===== config.mk =====
export PLATFORM = sky130hd
export DESIGN_NAME = rcpu_sequencer
export DESIGN_NICKNAME = d
export VERILOG_FILES = /design/src/rtl/rcpu_sequencer.sv
export SDC_FILE = /design/constraint.sdc
export NUM_CORES = 1
export LEC_CHECK = 0
export ABC_AREA = 0
export BUFFER_PORTS_ARGS = -buffer_cell sky130_fd_sc_hd__buf_2
export CAP_MARGIN = 30
export CORE_MARGIN = 2
export CORE_UTILIZATION = 24
export DETAILED_ROUTE_END_ITERATION = 7
export GPL_TIMING_DRIVEN = 0
export PLACE_DENSITY = 0.47
export SYNTH_ARGS = -nofsm -noshare
export SYNTH_HDL_FRONTEND = slang
export SYNTH_SLANG_ARGS = --single-unit

===== constraint.sdc =====
create_clock -name clk -period 2.6 [get_ports clk]
set_input_delay 0.52 -clock clk [delete_from_list [all_inputs] [get_ports clk]]
set_output_delay 0.52 -clock clk [all_outputs]
set_load 0.02 [all_outputs]

===== src/rtl/rcpu_sequencer.sv =====
// rcpu_sequencer
//   Multi-cycle control sequencer for the R-type CPU datapath. Walks each
//   instruction through FETCH / DECODE / EXEC / WB and drives the datapath
//   control lines from the current state and the held decode registers.
//
// Parameters
//   FETCH_WAIT  extra FETCH cycles before the IR is loaded (0..15)
//   CNT_W       width of the retired-instruction counter
//
// Ports
//   clk        rising-edge clock
//   areset     asynchronous active-low reset
//   run        continuous-execution enable
//   step       single-instruction request (taken only in IDLE with run=0)
//   halt_req   stop after the current instruction retires
//   inst       instruction word from instruction memory
//   ir_load    load the instruction register this cycle
//   pc_inc     PC += 4 at the end of this cycle
//   reg_write  register-file write enable
//   alu_op     00=AND 01=OR 10=ADD 11=SUB
//   busy       state is neither IDLE nor TRAP
//   illegal    sticky illegal-instruction flag
//   state      current state encoding (debug)
//   retired    count of instructions that reached WB (wraps)
//
// There is no valid/ready handshake on this block: inst is assumed stable
// and valid in the cycle ir_load is high (FETCH_WAIT models ROM latency).

module rcpu_sequencer #(
  parameter int FETCH_WAIT = 0,
  parameter int CNT_W      = 16
) (
  input  logic             clk,
  input  logic             areset,
  input  logic             run,
  input  logic             step,
  input  logic             halt_req,
  input  logic [31:0]      inst,
  output logic             ir_load,
  output logic             pc_inc,
  output logic             reg_write,
  output logic [1:0]       alu_op,
  output logic             busy,
  output logic             illegal,
  output logic [2:0]       state,
  output logic [CNT_W-1:0] retired
);

  typedef enum logic [2:0] {
    S_IDLE   = 3'd0,
    S_FETCH  = 3'd1,
    S_DECODE = 3'd2,
    S_EXEC   = 3'd3,
    S_WB     = 3'd4,
    S_TRAP   = 3'd5
  } state_t;

  localparam logic [3:0] FW_CNT = 4'(FETCH_WAIT);

  state_t           state_q;
  state_t           state_d;
  logic [3:0]       wait_q;
  logic             fetch_done;
  logic [11:0]      ir_q;        // {opcode[31:26], funct[5:0]}
  logic [1:0]       alu_q;
  logic             illegal_q;
  logic [CNT_W-1:0] ret_q;
  logic             dec_legal;
  logic [1:0]       dec_op;

  // Only the opcode and funct fields matter to the sequencer; the register
  // specifier bits belong to the datapath.
  logic unused_inst_bits;
  assign unused_inst_bits = ^inst[25:6];

  assign fetch_done = (wait_q == FW_CNT);

  // Decode of the held instruction word.
  always_comb begin
    dec_legal = 1'b0;
    dec_op    = alu_q;
    if (ir_q[11:6] == 6'd0) begin
      case (ir_q[5:0])
        6'b100100: begin dec_legal = 1'b1; dec_op = 2'b00; end
        6'b100101: begin dec_legal = 1'b1; dec_op = 2'b01; end
        6'b100000: begin dec_legal = 1'b1; dec_op = 2'b10; end
        6'b100010: begin dec_legal = 1'b1; dec_op = 2'b11; end
        default:   begin dec_legal = 1'b0; dec_op = alu_q; end
      endcase
    end
  end

  // Next-state logic.
  always_comb begin
    state_d = state_q;
    case (state_q)
      S_IDLE:   if (run || step) state_d = S_FETCH;
      S_FETCH:  if (fetch_done) state_d = S_DECODE;
      S_DECODE: state_d = dec_legal ? S_EXEC : S_TRAP;
      S_EXEC:   state_d = S_WB;
      // halt_req is only looked at here, so it wins over run.
      S_WB:     state_d = (run && !halt_req) ? S_FETCH : S_IDLE;
      S_TRAP:   state_d = S_TRAP;
      default:  state_d = S_IDLE;
    endcase
  end

  always_ff @(posedge clk or negedge areset) begin
    if (!areset) begin
      state_q   <= S_IDLE;
      wait_q    <= 4'd0;
      ir_q      <= 12'd0;
      alu_q     <= 2'b00;
      illegal_q <= 1'b0;
      ret_q     <= '0;
    end else begin
      state_q <= state_d;
      // Counter restarts on every FETCH entry because it is cleared in
      // every other state, including the final FETCH cycle.
      wait_q  <= (state_q == S_FETCH && !fetch_done) ? wait_q + 4'd1 : 4'd0;
      if (ir_load) ir_q <= {inst[31:26], inst[5:0]};
      // alu_op only changes at the DECODE edge, never while WB writes.
      if (state_q == S_DECODE && dec_legal) alu_q <= dec_op;
      if (state_q == S_DECODE && !dec_legal) illegal_q <= 1'b1;
      if (state_q == S_WB) ret_q <= ret_q + CNT_W'(1);
    end
  end

  // Outputs decode only registered state, so reset clears them at once.
  assign ir_load   = (state_q == S_FETCH) && fetch_done;
  assign reg_write = (state_q == S_WB);
  assign pc_inc    = (state_q == S_WB);
  assign busy      = (state_q == S_FETCH) || (state_q == S_DECODE) ||
                     (state_q == S_EXEC)  || (state_q == S_WB);
  assign alu_op    = alu_q;
  assign illegal   = illegal_q;
  assign state     = state_q;
  assign retired   = ret_q;

endmodule

* After elaboration in Yosys (flattened, before gate mapping)
Cells that the tools add are included.
Storage, ports and cells: register bits 38, word-level logic and storage cells 47, output and inout bits 26
Cells by class: multiplexer cells 9, add/sub/neg operators 2, reduce and logical (&&, ||, !) cells 19, equality and inequality tests 11
Operators by type and width (number):
- $eq A6 B6 Y1 const B | 4
- $pmux W3 S6 | 1
- $add A16 B1 Y16 const B | 1
- $mux W3 | 3
- $pmux W2 S4 | 1
- $eq A3 B2 Y1 const B | 2
- $eq A3 B3 Y1 const B | 2
- $logic_not A6 Y1 | 1
- $logic_and A1 B1 Y1 | 5
- $add A4 B1 Y4 const B | 1
- $logic_not A4 Y1 | 1
- $logic_or A1 B1 Y1 | 4
- $mux W4 | 1
- $ne A2 B2 Y1 const B | 2
- $reduce_bool A4 Y1 | 1
- $reduce_or A4 Y1 | 1
- $eq A3 B1 Y1 const B | 1
- $logic_not A1 Y1 | 3
- $logic_not A3 Y1 | 1
- $mux W1 | 3
- $reduce_and A3 Y1 | 1
- $reduce_and A2 Y1 | 1

* Logic depth before layout (Yosys ltp)
word-level depth 6, mapped depth 6, gate-level depth less buffers 6

* Worst setup path before layout
No wires, ideal clock.
path kind register to output, from reg state_q[2], in the netlist state[2], to out reg_write, path buffers 3, path slack 0.612 ns, arrival time 1.468 ns, stages on the path, launching flop included 6, data required time 2.080 ns, cell sequence dfrtp_1 buf_6 or3b_1 buf_6 inv_1 buf_4
Between the ends: cells in the longest elaborated chain, start to end 1
Ends and longest elaborated chain:
- from (decl) | RTL line 60 | state_t state_q;
- from (signal assigned) | RTL line 117 | state_q <= state_d;
- $eq A3 B3 Y1
- to (decl) | RTL line 41 | output logic reg_write,
No other way between the ends.

* Worst setup path after layout
from reg wait_q[0], to out ir_load
Between the ends: cells in the longest elaborated chain, start to end 2
Ends and longest elaborated chain:
- from (decl) | RTL line 62 | logic [3:0] wait_q;
- from (signal assigned) | RTL line 120 | wait_q <= (state_q == S_FETCH && !fetch_done) ? wait_q + 4'd1 : 4'd0;
- $logic_not A4 Y1 | RTL line 76 | assign fetch_done = (wait_q == FW_CNT);
- $logic_and A1 B1 Y1 | RTL line 130 | assign ir_load = (state_q == S_FETCH) && fetch_done;
- to (decl) | RTL line 39 | output logic ir_load,
No other way between the ends.

==> results.ini <==
[synth]
yosysMostFrequentCell = dfrtp_1
synth_top_cell_area_share_pct = 54.5
syn-cell-area_sq_mm = 0.00175
syn_nets = 184
synth_area_leader_cell = dfrtp_1
ys_seq_area_share_pct = 54.5
synth_edf_count = 0
yosys_warnings = 0
syn_inst = 144
synthFlopType = dfrtp_1
synthTopCellsByCount = 38 x dfrtp_1, 13 x mux2_2, 13 x xnor2_1
synth.avg_cell_area_sq_um = 12.1
netlist_top_cells_area = dfrtp_1 54%, mux2_2 8.4%, xnor2_1 6.5%
async_reset_ff_share_pct = 100
synth_cell_types = 34
synth.ff_latch_count = 38

[floorplan]
initial_utilization_pct = 24.5
rows = 31
ioPinCount = 63
die_h_um = 89.3
die_w_um = 89.3
die_area_sq_mm = 0.00797
coreArea_sq_mm = 0.00714

[grt]
grt_max_degree = 39
grt_pass1_vias = 1172
grt_pass1_wl_um = 5580
antenna_found_initial = 0
grt_overflow = 0
grtUsageTotal_pct = 9.30

[routing]
viasPerCell = 4.05
ant_nets = 0
wire_per_inst_um = 11.2
drc = 0
vias = 1187
dr.pass1.iters = 4
first_iter_violations = 77
wl_um = 3290

[layout]
stdcell_count = 293
nets = 233
syn2layout_area_growth_pct = 24.6
layout-drive-gt1-share_pct = 37.1
postLayoutCoreUtil_pct = 30.5
diodes = 0

[clocking]
clk_latency_ns = 0.29
htreeDepth = 2
cts.clk_slew.worst_paths_ns = 0.08
ctsResizeCount = 0
cts_setup_buffers = 0
cts_hold_buffers = 0
cts_buffer_depth = 2
clk_root_buffer_cell = clkbuf_8
cts_buffers = 5
clock-sinks = 38
cts_tree = built

[sta]
fmax_ghz = 0.436
slew_viol_final = 0
tightest_slew_ns = 0.861
min_period_over_period_pct = 88.2
hold_viol_final = 0
layout_min_cycle_time_ns = 2.29
hold_slack_ns = 0.325
rsz0062_at_grt = false
slew_headroom_pct = 42.6
tns_ns = 0
fin_skew_ns = 0.00319
setup_viol = 0

[place]
gp_congestion = 0.683
dp.cells = 285
place_hpwl_um = 2420
io_buffers = 42

[worst_setup_path]
slowest_delay_ns = 0.41
path_max_fanout = 10
crit_buf_inv = 4
path_cells = inv_1 -> ha_1 -> nor3b_1 -> nand2_1 -> buf_2 -> inv_1 -> buf_2
critical_path_arrival_ns = 1.77
crit_type = flop to primary output
cp_top_family = buffers and inverters
crit_path_end_kind = primary output
crit_slowest_cell = dfrtp_1
cp-startpoint = wait_q[0]
timing.rr.start = state[1]
start_kind = flop
worst_ep_required_time_ns = 2.08

[pwr]
peakVddDrop_v = 0.000421
powerDensity_mw_per_mm2 = 931
leakage_nw = 1.03
power_mw = 2.02

[run_status]
status = finished clean

[worst_hold_path]
hold_path_class = primary input to asynchronous set/reset pin

[run]
maxCapViolCount = 0

[worst register-to-register path: stages, from the launching register on]
cell and delay (ns):
dfrtp_1 0.48, or3b_1 0.44, buf_6 0.16, nor4_4 0.41
nand4_1 0.16, xnor2_1 0.14
[per-layer routing]
layer,global-route usage (%),part of all wire (%)
met4,3.66,1.9
met1,12.9,47
met2,12.9,44
met3,3.69,6.9
met5,0,0
[power breakdown]
| part | switching [mW] | internal, mW |
|---|---|---|
| Clock | 0.215 | 0.213 |
| Combinational | 0.371 | 0.342 |
| Sequential | 0.139 | 0.743 |
| Total | 0.726 | 1.30 |
[cells in the final DEF, fill, tap and decap left out, types with 4 or more instances in the layout]
master and instances:
buf_2 43, dfrtp_1 38, xnor2_1 13, mux2_2 13, nand2_1 11, inv_1 7, nor2_1 7, nand3_1 7
clkbuf_8 6, xor2_1 5, nand2b_1 4
[path summary, 6_finish.rpt]
| check | slack [ns] | cells past startpoint | endpoint |
|---|---|---|---|
| setup / recovery | 0.31 | 7 | ir_load |
| hold / removal | 0.33 | 1 | retired[13] |
| setup reg to reg | 0.70 | 5 | retired[15] |
| hold reg to reg | 0.47 | 1 | retired[15] |
| max in group asynchronous | 1.72 | 1 | retired[3] |
| min in group clk | 0.43 | 2 | ir_q[8] |
[final cells by class]
cell class	count	area [sq um]
multi-input combinational	95	733
timing repair buffer	42	210
clock inverter	2	12.5
inverter	7	26.3
buffer	4	35.0
fill	788	4960
sequential	38	951
clock buffer	6	82.6
tap	99	124
[sequential cells by signal, summed over array words and instances, names as in the netlist]
register  count
alu_op        2
illegal       1
ir_q         12
retired      16
state         3
wait_q        4
[metrics by stage]
| stage | setup WS (ns) | instance area [sq um] |
|---|---|---|
| after global routing | 0.141 | 2170 |
| after floorplan | 0.612 | 1750 |
| after global placement | 0.565 | 2080 |
| after detailed placement | 0.601 | 2080 |
| after CTS | 0.265 | 2170 |
| final | 0.306 | 2170 |
[kinds of logic after synthesis]
group | synth area share [%]
and+or+nand+nor | 18.1
DFF | 54.5
xor gates and xnor gates | 9.03
muxes | 10.9
buffers and inverters | 3.51
AOI/OAI and AO/OA | 1.79
adders and majority gates | 2.15
Power figures use the tool's default switching activity.
